$ cat config.mk
export PLATFORM = sky130hd
export DESIGN_NAME = p09_brick_mem_arbiter_flat
export DESIGN_NICKNAME = d
export VERILOG_FILES = /design/src/rtl/p09_brick_mem_arbiter_pkg.sv /design/src/rtl/p09_brick_mem_arbiter_if.sv /design/src/rtl/p09_brick_mem_arbiter_rr_arb2.sv /design/src/rtl/p09_brick_mem_arbiter.sv /design/src/flat_wrapper.sv
export SDC_FILE = /design/constraint.sdc
export NUM_CORES = 1
export LEC_CHECK = 0
export CELL_PAD_IN_SITES_DETAIL_PLACEMENT = 1
export CELL_PAD_IN_SITES_GLOBAL_PLACEMENT = 1
export CORE_UTILIZATION = 33
export DETAILED_ROUTE_END_ITERATION = 16
export GPL_ROUTABILITY_DRIVEN = 0
export PLACE_DENSITY = 0.88
export REMOVE_ABC_BUFFERS = 1
export SLEW_MARGIN = 20
export SYNTH_ARGS = -nofsm -noshare
export SYNTH_HDL_FRONTEND = slang
export SYNTH_SLANG_ARGS = --single-unit
$ cat constraint.sdc
create_clock -name clk -period 3.4 [get_ports clk]
set_clock_uncertainty 0.05 [all_clocks]
set_input_delay 0.34 -clock clk [delete_from_list [all_inputs] [get_ports clk]]
set_output_delay 0.34 -clock clk [all_outputs]
set_load 0.005 [all_outputs]
$ cat src/rtl/p09_brick_mem_arbiter_pkg.sv
// Shared breakout definitions: default brick RAM geometry, arbiter state
// encoding and game requester indices.
package p09_breakout_pkg;

   localparam int             DEF_ADDR_W   = 6;
   localparam int             DEF_DATA_W   = 4;
   localparam logic [3:0]     DEF_INIT_VAL = 4'hF;

   localparam int N_REQ     = 2;
   localparam int REQ_BALL  = 0;
   localparam int REQ_CLEAR = 1;

   typedef enum logic {
      ST_INIT = 1'b0,
      ST_RUN  = 1'b1
   } state_t;

endpackage

$ cat src/rtl/p09_brick_mem_arbiter_if.sv
// Brick RAM bus: renderer read port, two game request ports and the RAM macro
// side; slave is the arbiter view, master is the clients/RAM view.
interface p09_brick_mem_arbiter_if
   import p09_breakout_pkg::*;
#(
   parameter int ADDR_W = DEF_ADDR_W,
   parameter int DATA_W = DEF_DATA_W
);

   logic                  ren_req;
   logic [ADDR_W-1:0]     ren_addr;
   logic                  ren_valid;
   logic [DATA_W-1:0]     ren_rdata;

   logic [N_REQ-1:0]        gm_req;
   logic [N_REQ-1:0]        gm_we;
   logic [N_REQ*ADDR_W-1:0] gm_addr;
   logic [N_REQ*DATA_W-1:0] gm_wdata;
   logic [N_REQ-1:0]        gm_gnt;
   logic [N_REQ-1:0]        gm_rvalid;
   logic [DATA_W-1:0]       gm_rdata;

   logic [ADDR_W-1:0]     mem_addr;
   logic                  mem_we;
   logic [DATA_W-1:0]     mem_wdata;
   logic [DATA_W-1:0]     mem_rdata;

   modport slave (
      input  ren_req, ren_addr, gm_req, gm_we, gm_addr, gm_wdata, mem_rdata,
      output ren_valid, ren_rdata, gm_gnt, gm_rvalid, gm_rdata,
             mem_addr, mem_we, mem_wdata
   );

   modport master (
      output ren_req, ren_addr, gm_req, gm_we, gm_addr, gm_wdata, mem_rdata,
      input  ren_valid, ren_rdata, gm_gnt, gm_rvalid, gm_rdata,
             mem_addr, mem_we, mem_wdata
   );

endinterface

$ cat src/rtl/p09_brick_mem_arbiter_rr_arb2.sv
// Two-way round-robin arbiter: combinational one-hot grant when enabled; the
// pointer moves to the other requester after each grant, no backpressure.
module p09_rr_arb2
   import p09_breakout_pkg::*;
(
   input  logic             clk,
   input  logic             nRst,
   input  logic             en,
   input  logic [N_REQ-1:0] req,
   output logic [N_REQ-1:0] gnt
);

   logic rr;

   always_comb begin
      gnt = '0;
      if (en) begin
         unique case (req)
            2'b01:   gnt = 2'b01;
            2'b10:   gnt = 2'b10;
            2'b11:   gnt = rr ? 2'b10 : 2'b01;
            default: gnt = '0;
         endcase
      end
   end

   always_ff @(posedge clk or negedge nRst) begin
      if (!nRst) begin
         rr <= 1'b0;
      end else if (|gnt) begin
         rr <= gnt[REQ_BALL];
      end
   end

endmodule

$ cat src/rtl/p09_brick_mem_arbiter.sv
// Brick RAM arbiter: init sweep, then renderer-first / round-robin game access.
// Access registered 1 edge after request, read valid 2 edges; losers simply wait.
module p09_brick_mem_arbiter
   import p09_breakout_pkg::*;
#(
   parameter int                ADDR_W   = DEF_ADDR_W,
   parameter int                DATA_W   = DEF_DATA_W,
   parameter logic [DATA_W-1:0] INIT_VAL = DEF_INIT_VAL
)(
   input  logic clk,
   input  logic nRst,
   input  logic active,
   input  logic level_start,
   output logic busy,
   p09_brick_mem_arbiter_if.slave bus
);

   state_t            state;
   logic [ADDR_W:0]   cnt;
   logic              ren_issue;
   logic [N_REQ-1:0]  gm_rd_issue;
   logic              arb_en;
   logic [N_REQ-1:0]  arb_gnt;
   logic              gsel;

   // Game traffic only when the renderer is idle and the beam is in blanking.
   assign arb_en = (state == ST_RUN) && !level_start && !bus.ren_req && !active;
   assign gsel   = arb_gnt[REQ_CLEAR];

   assign bus.ren_rdata = bus.mem_rdata;
   assign bus.gm_rdata  = bus.mem_rdata;

   p09_rr_arb2 u_arb (
      .clk  (clk),
      .nRst (nRst),
      .en   (arb_en),
      .req  (bus.gm_req),
      .gnt  (arb_gnt)
   );

   always_ff @(posedge clk or negedge nRst) begin
      if (!nRst) begin
         state         <= ST_INIT;
         cnt           <= '0;
         busy          <= 1'b1;
         bus.mem_addr  <= '0;
         bus.mem_we    <= 1'b0;
         bus.mem_wdata <= '0;
         bus.gm_gnt    <= '0;
         bus.gm_rvalid <= '0;
         bus.ren_valid <= 1'b0;
         ren_issue     <= 1'b0;
         gm_rd_issue   <= '0;
      end else begin
         // Read valids trail their issue by one edge, even across a level restart.
         bus.ren_valid <= ren_issue;
         bus.gm_rvalid <= gm_rd_issue;
         ren_issue     <= 1'b0;
         gm_rd_issue   <= '0;
         bus.gm_gnt    <= '0;
         bus.mem_we    <= 1'b0;

         if (level_start) begin
            state <= ST_INIT;
            cnt   <= '0;
            busy  <= 1'b1;
         end else if (state == ST_INIT) begin
            if (cnt[ADDR_W]) begin
               state <= ST_RUN;
               busy  <= 1'b0;
            end else begin
               bus.mem_we    <= 1'b1;
               bus.mem_addr  <= cnt[ADDR_W-1:0];
               bus.mem_wdata <= INIT_VAL;
               cnt           <= cnt + 1'b1;
            end
         end else if (bus.ren_req) begin
            bus.mem_addr <= bus.ren_addr;
            ren_issue    <= 1'b1;
         end else if (|arb_gnt) begin
            bus.gm_gnt    <= arb_gnt;
            bus.mem_addr  <= bus.gm_addr[int'(gsel)*ADDR_W +: ADDR_W];
            bus.mem_we    <= bus.gm_we[gsel];
            bus.mem_wdata <= bus.gm_wdata[int'(gsel)*DATA_W +: DATA_W];
            gm_rd_issue   <= arb_gnt & ~bus.gm_we;
         end
      end
   end

endmodule
$ cat src/flat_wrapper.sv
// flat-port wrapper written by rule: the top's interface ports become plain ports
module p09_brick_mem_arbiter_flat import p09_breakout_pkg::*;
#(
   parameter int                ADDR_W   = DEF_ADDR_W,
   parameter int                DATA_W   = DEF_DATA_W,
   parameter logic [DATA_W-1:0] INIT_VAL = DEF_INIT_VAL
)
  (clk, nRst, active, level_start, busy, bus_ren_req, bus_ren_addr, bus_gm_req, bus_gm_we, bus_gm_addr, bus_gm_wdata, bus_mem_rdata, bus_ren_valid, bus_ren_rdata, bus_gm_gnt, bus_gm_rvalid, bus_gm_rdata, bus_mem_addr, bus_mem_we, bus_mem_wdata);
  p09_brick_mem_arbiter_if #(.ADDR_W(ADDR_W), .DATA_W(DATA_W)) bus_i ();
  input  logic clk;
  input  logic nRst;
  input  logic active;
  input  logic level_start;
  output logic busy;
  input wire logic [$bits(bus_i.ren_req)-1:0] bus_ren_req;
  input wire logic [$bits(bus_i.ren_addr)-1:0] bus_ren_addr;
  input wire logic [$bits(bus_i.gm_req)-1:0] bus_gm_req;
  input wire logic [$bits(bus_i.gm_we)-1:0] bus_gm_we;
  input wire logic [$bits(bus_i.gm_addr)-1:0] bus_gm_addr;
  input wire logic [$bits(bus_i.gm_wdata)-1:0] bus_gm_wdata;
  input wire logic [$bits(bus_i.mem_rdata)-1:0] bus_mem_rdata;
  output wire logic [$bits(bus_i.ren_valid)-1:0] bus_ren_valid;
  output wire logic [$bits(bus_i.ren_rdata)-1:0] bus_ren_rdata;
  output wire logic [$bits(bus_i.gm_gnt)-1:0] bus_gm_gnt;
  output wire logic [$bits(bus_i.gm_rvalid)-1:0] bus_gm_rvalid;
  output wire logic [$bits(bus_i.gm_rdata)-1:0] bus_gm_rdata;
  output wire logic [$bits(bus_i.mem_addr)-1:0] bus_mem_addr;
  output wire logic [$bits(bus_i.mem_we)-1:0] bus_mem_we;
  output wire logic [$bits(bus_i.mem_wdata)-1:0] bus_mem_wdata;
  assign bus_i.ren_req = bus_ren_req;
  assign bus_i.ren_addr = bus_ren_addr;
  assign bus_i.gm_req = bus_gm_req;
  assign bus_i.gm_we = bus_gm_we;
  assign bus_i.gm_addr = bus_gm_addr;
  assign bus_i.gm_wdata = bus_gm_wdata;
  assign bus_i.mem_rdata = bus_mem_rdata;
  assign bus_ren_valid = bus_i.ren_valid;
  assign bus_ren_rdata = bus_i.ren_rdata;
  assign bus_gm_gnt = bus_i.gm_gnt;
  assign bus_gm_rvalid = bus_i.gm_rvalid;
  assign bus_gm_rdata = bus_i.gm_rdata;
  assign bus_mem_addr = bus_i.mem_addr;
  assign bus_mem_we = bus_i.mem_we;
  assign bus_mem_wdata = bus_i.mem_wdata;
  p09_brick_mem_arbiter #(.ADDR_W(ADDR_W), .DATA_W(DATA_W), .INIT_VAL(INIT_VAL)) u_core (.clk(clk), .nRst(nRst), .active(active), .level_start(level_start), .busy(busy), .bus(bus_i));
endmodule
# ---- Word level (Yosys, flattened, before mapping)
# Index checks and enable logic that the tools add are counted.
dict set report op_classes {
  n_mul 1
  eq_ne 9
  n_lt_le_gt_ge 1
  muxes 38
  bitwise 3
  add_sub_neg 1
  n_shift 2
  reduce_logical 12
}
# operator count
set op_table {}
lappend op_table {{indexed part select 12 x 32 -> 6 bit} 1}
lappend op_table {{2-to-1 mux 6 bit} 4}
lappend op_table {{2-to-1 mux 7 bit} 3}
lappend op_table {{2-to-1 mux 2 bit} 10}
lappend op_table {{2-to-1 mux 1 bit} 16}
lappend op_table {{2-to-1 mux 4 bit} 4}
lappend op_table {{!= test 2 bit (second input constant)} 4}
lappend op_table {{indexed part select 8 x 4 -> 4 bit} 1}
lappend op_table {{adder 7 x 1 -> 7 bit (second input constant)} 1}
lappend op_table {{one-hot mux 2 bit (3 select lines)} 1}
lappend op_table {{equality test 2 bit (second input constant)} 2}
lappend op_table {{AND reduction 2 bit} 2}
lappend op_table {{AND reduction 4 bit} 1}
lappend op_table {{logical AND 1 bit} 3}
lappend op_table {{zero test 1 bit} 3}
lappend op_table {{multiplier 1 x 2 -> 3 bit (second input constant)} 1}
lappend op_table {{!= test 3 bit (second input constant)} 1}
lappend op_table {{AND reduction 3 bit} 1}
lappend op_table {{bitwise AND 2 bit} 1}
lappend op_table {{equality test 2 x 1 -> 1 bit (second input constant)} 1}
lappend op_table {{< comparator 1 x 2 -> 1 bit (second input constant)} 1}
lappend op_table {{!= test 2 x 1 -> 1 bit (second input constant)} 1}
lappend op_table {{inverter 2 bit} 1}
lappend op_table {{nonzero test 2 bit} 1}
lappend op_table {{2 further kinds} 2}
dict set report word_totals {
  reg_bits 29
  inputBits 39
  out_inout_bits 25
}

# ---- Longest topological paths before layout
dict set report logic_depth {
  word_depth 11
  mapped_depth 6
  depth_no_buf 5
}

# ---- Hierarchy
# Synthesis repeated with hierarchy kept, for this count alone.
dict set report hier_totals {
  hier_cells 130
  hier_area_um2 1498.9
}
# module cells_per_inst seq_area_each_um2 area_per_inst_um2 n_inst
set modules_own_cells {}
lappend modules_own_cells {p09_brick_mem_arbiter 122 701.9 1437.6 1}
lappend modules_own_cells {p09_rr_arb2 8 25.0 61.3 1}

# ---- Least setup slack after synthesis
# Ideal clock, no wire load.
dict set report synth_path {
  path_kind {input -> register}
  from {input bus_ren_req}
  to {register u_core.bus.mem_addr[2] in the netlist's numbering}
  arrival_time_ns 1.848
  path_stages 6
  path_buffers 2
  path_slack_ns 1.376
  setup_ns 0.126
  required_time_ns 3.224
  cell_sequence {buf_6 > nor4b_4 > nand3_2 > buf_6 > a221o_1 > a221o_1}
}
dict set report synth_between {
  elab_chain_cells 9
  word_cells_on_any_way 12
}
# element line_no
set synth_lines {}
lappend synth_lines {{start, declared} flat_wrapper.sv:15} ;# input wire logic [$bits(bus_i.ren_req)-1:0] bus_ren_req;
lappend synth_lines {{zero test 1 bit} p09_brick_mem_arbiter.sv:27} ;# assign arb_en = (state == ST_RUN) && !level_start && !bus.ren_req && !active;
lappend synth_lines {{logical AND 1 bit (2 in a row)} p09_brick_mem_arbiter.sv:27}
lappend synth_lines {{2-to-1 mux 2 bit} p09_brick_mem_arbiter_rr_arb2.sv:17} ;# if (en) begin
lappend synth_lines {{multiplier 1 x 2 -> 3 bit} p09_brick_mem_arbiter.sv:82} ;# bus.mem_addr <= bus.gm_addr[int'(gsel)*ADDR_W +: ADDR_W];
lappend synth_lines {{indexed part select 12 x 32 -> 6 bit} p09_brick_mem_arbiter.sv:82}
lappend synth_lines {{2-to-1 mux 6 bit} p09_brick_mem_arbiter.sv:80} ;# end else if (|arb_gnt) begin
lappend synth_lines {{2-to-1 mux 6 bit} p09_brick_mem_arbiter.sv:77} ;# end else if (bus.ren_req) begin
lappend synth_lines {{2-to-1 mux 6 bit} p09_brick_mem_arbiter.sv:67} ;# end else if (state == ST_INIT) begin
lappend synth_lines {{end signal, assigned} p09_brick_mem_arbiter.sv:73} ;# bus.mem_addr <= cnt[ADDR_W-1:0];
lappend synth_lines {{end signal, assigned} p09_brick_mem_arbiter.sv:78} ;# bus.mem_addr <= bus.ren_addr;
lappend synth_lines {{end signal, assigned} p09_brick_mem_arbiter.sv:82}
lappend synth_lines {{end, declared} p09_brick_mem_arbiter_if.sv:31} ;# mem_addr, mem_we, mem_wdata
# Several ways; a longest one is shown, not always the timed one. The select of a mux whose other input is x is not followed.
# A chain may end at the register's enable or synchronous reset.

# ---- Final worst setup path
dict set report layout_path {
  from {input level_start}
  to {register u_core.bus.mem_addr[5] in the netlist's numbering}
}
dict set report layout_between {
  elab_chain_cells 10
  word_cells_on_any_way 14
}
# element line_no
set layout_lines {}
lappend layout_lines {{start, declared} flat_wrapper.sv:13} ;# input logic level_start;
lappend layout_lines {{zero test 1 bit} p09_brick_mem_arbiter.sv:27}
lappend layout_lines {{logical AND 1 bit (3 in a row)} p09_brick_mem_arbiter.sv:27}
lappend layout_lines {{2-to-1 mux 2 bit} p09_brick_mem_arbiter_rr_arb2.sv:17}
lappend layout_lines {{multiplier 1 x 2 -> 3 bit} p09_brick_mem_arbiter.sv:82}
lappend layout_lines {{indexed part select 12 x 32 -> 6 bit} p09_brick_mem_arbiter.sv:82}
lappend layout_lines {{2-to-1 mux 6 bit} p09_brick_mem_arbiter.sv:80}
lappend layout_lines {{2-to-1 mux 6 bit} p09_brick_mem_arbiter.sv:77}
lappend layout_lines {{2-to-1 mux 6 bit} p09_brick_mem_arbiter.sv:67}
# Several ways; a longest one is shown, not always the timed one. The select of a mux whose other input is x is not followed.

==> metrics <==
power per cell area 353 nW/µm²; FF-to-FF End u_core.bus.mem_addr[5]$_DFFE_PN0P_; clock edge transition at the registers on the reported setup and hold paths ~60 ps; type of origin of the critical path input pin; share of layout cells above drive strength 1 under 10%; Num CTS Buffers 5; r2r worst-path depth 5; first-pass GRT wire length just under 7000 µm; Port Buffer Count 51; number of synthesized flops with an enable pin 0; DIE HEIGHT approximately 69 µm; RSZ-0062 raised after global routing no; net switching power approximately 0.00018 W; Seq/Total Area, Yosys 48.4%; Routed WL between 4000 and 5000 µm; Post-CTS Resized 0; top-count cell post-synth dfrtp_1; synthesized area per cell between 10 and 15 µm²; largest net degree at the start of global routing 30; HP Class flop to flop; Max clock buf depth 2; sequential share of power roughly half; Clk Latency, worst-skew pair ~280 ps; Crit path arrival time between 2000 and 3000 ps; Worst Setup EP u_core.bus.mem_addr[5]$_DFFE_PN0P_; WS Path Type input pin to flop; CTS tree done; # diodes 0; Routed Antenna Nets 0; mapped cell area roughly 1500 µm²; H-tree lvl count 2; post-DP HPWL a little under 3000 µm; outcome finished, final reports clean; vias in the first global route ~1,500; all-layer global routing usage between 10% and 20%; CTS Sinks 29; Worst VDD drop about 0.12 mV; Starting Density approximately 35%; worst rel slew slack between 50% and 60%; fin crit period roughly 2500 ps; Comb power frac approximately 14%; via/cell ratio 5.45; Setup TNS 0 ps; TritonRoute pass-1 iters 4; Pint about 0.00056 W; critical path endpoint category flop; #FFs+latches synth 29; Residual DRC 0; Worst Max-Slew Pin Slew 729 ps; Final Hold Violating Endpoints 0; library cells used by synthesis 32; DR iter-0 viols 77; Switching Fraction approximately 24%; Final Slew Violations 0; main area contributors after synthesis dfrtp_1, a221o_1, nor2_1, buf_4, a22oi_1; Root Driver clkbuf_8; Max Clk Rate around 400 MHz; Cell Rows 24; Hold-fix buffers, CTS 0; Tcrit/Tclk final 74.0%; die area 4830 µm²; worst setup path start level_start; total number of vias ~1,300; WL/cell about 17 µm; final setup violation count 0; synth warn 0; Clock Power Share 36.8%; number of antenna violations at the first check in global routing 0; worst path required time 3510 ps; post-synthesis cell count approximately 150; synth cell count leaders dfrtp_1, nor2_1, a221o_1, a21oi_1, buf_4; Max Cap Viol 0; dominant synthesized flop cell dfrtp_1; number of I/O pins 64; Synth area leader dfrtp_1; synthesis-to-finish area growth 39.1%; FFs w/ async S/R, synth 100%; Lkg Pwr 0.959 nW; Die X 69.5 µm; core area 4350 µm²; R2R Setup Slk slightly above 1000 ps; Congestion Overflow GR 0; crit path max fanout 13; postcts setup bufs 0; Final nets about 230; area share of the largest cell type after synthesis 46.6%; Reg-to-Reg Start u_core.state$_DFF_PN0_; Tot Pwr about 0.00074 W
[stage by stage]
stage / area (µm²) / util (%) / setup slack, ps / instances / hold slack [ps]
detailed placement: 2010 / 46.1 / 613 / 237 / 288
global route: 2090 / 48.0 / 780 / 245 / 312
floorplan: 1400 / - / 1270 / 130 / -5.59
CTS: 2090 / 48.0 / 923 / 245 / 302
global placement: 2010 / 46.1 / 705 / 237 / 282
finish: 2090 / 48.0 / 885 / 245 / 299
[critical path: stages]
cell and delay (ps):
clkdlybuf4s50_1 480, nor4b_4 580, nand3_2 410, a221o_1 450, a221o_1 360
[kinds of logic after synthesis]
group	Yosys count	share of synthesized area [%]
muxes	4	2.66
xor gates and xnor gates	5	2.91
and+or+nand+nor	45	16.1
DFF	29	48.4
buffers and inverters	22	8.49
adders and majority gates	1	0.833
AOI/OAI and AO/OA	39	20.6
[routing by layer]
| metal | GRT usage (%) | share of wire (%) | up-vias |
|---|---|---|---|
| li1 | - | - | 605 |
| met1 | 20.9 | 39 | 658 |
| met2 | 31.4 | 51 | 59 |
| met3 | 5.09 | 5.8 | 14 |
| met4 | 10.7 | 3.7 | 0 |
| met5 | 0 | 0 | - |
[how the worst min path moves through the flow]
stage | start | to | slack (ps) | cells past startpoint
2_1_floorplan | nRst | u_core.bus.gm_gnt[0]$_DFF_PN0_ | -6 | 0
3_3_place_gp | u_core.gm_rd_issue[0]$_DFF_PN0_ | u_core.bus.gm_rvalid[0]$_DFF_PN0_ | 280 | 0
3_5_place_dp | u_core.gm_rd_issue[1]$_DFF_PN0_ | u_core.bus.gm_rvalid[1]$_DFF_PN0_ | 290 | 0
4_1_cts | u_core.gm_rd_issue[1]$_DFF_PN0_ | u_core.bus.gm_rvalid[1]$_DFF_PN0_ | 300 | 0
5_1_grt | u_core.gm_rd_issue[0]$_DFF_PN0_ | u_core.bus.gm_rvalid[0]$_DFF_PN0_ | 310 | 0
6_report | u_core.gm_rd_issue[1]$_DFF_PN0_ | u_core.bus.gm_rvalid[1]$_DFF_PN0_ | 300 | 0
[state kept, by name, summed over array words and instances (netlist names)]
register              flops
u_core.bus.mem_we         1
u_core.state              1
u_core.bus.gm_gnt         2
u_core.bus.mem_addr       6
u_core.bus.mem_wdata      4
u_core.ren_issue          1
u_core.gm_rd_issue        2
u_core.cnt                7
u_core.busy               1
u_core.bus.ren_valid      1
u_core.u_arb.rr           1
u_core.bus.gm_rvalid      2
[layout by cell type (no fill, tap or decap), types with 3 or more instances in the layout]
cell type,synthesis,final
clkdlybuf4s50_1,0,51
dfrtp_1,28,28
nor2_1,21,21
a221o_1,12,12
a21oi_1,8,8
inv_1,7,7
and3_1,7,7
a22oi_1,6,6
clkbuf_8,0,5
xor2_1,4,4
nand2_1,4,4
mux2i_1,4,4
a2bb2oi_1,4,4
buf_4,8,4
a21o_1,3,3
[power groups by stage]
stage	Sequential (W)	Clock [W]	Combinational [W]
after global routing	0.000363	0.000301	0.000112
after global placement	0.000367	0	0.000101
final	0.000362	0.000271	0.000104
after CTS	0.000362	0.000279	0.000105
after detailed placement	0.000368	0	0.000104
after floorplan	0.000366	0	0.0000292
[final cells by class]
class / instances / area, µm²
Clock buffer: 6 / 72.6
Clock inverter: 2 / 10.0
Fill cell: 506 / 2260
Inverter: 7 / 26.3
Multi-Input combinational cell: 94 / 648
Sequential cell: 29 / 727
Tap cell: 52 / 65.1
Timing Repair Buffer: 55 / 541
Note: power is estimated with default switching activity, not from simulation.
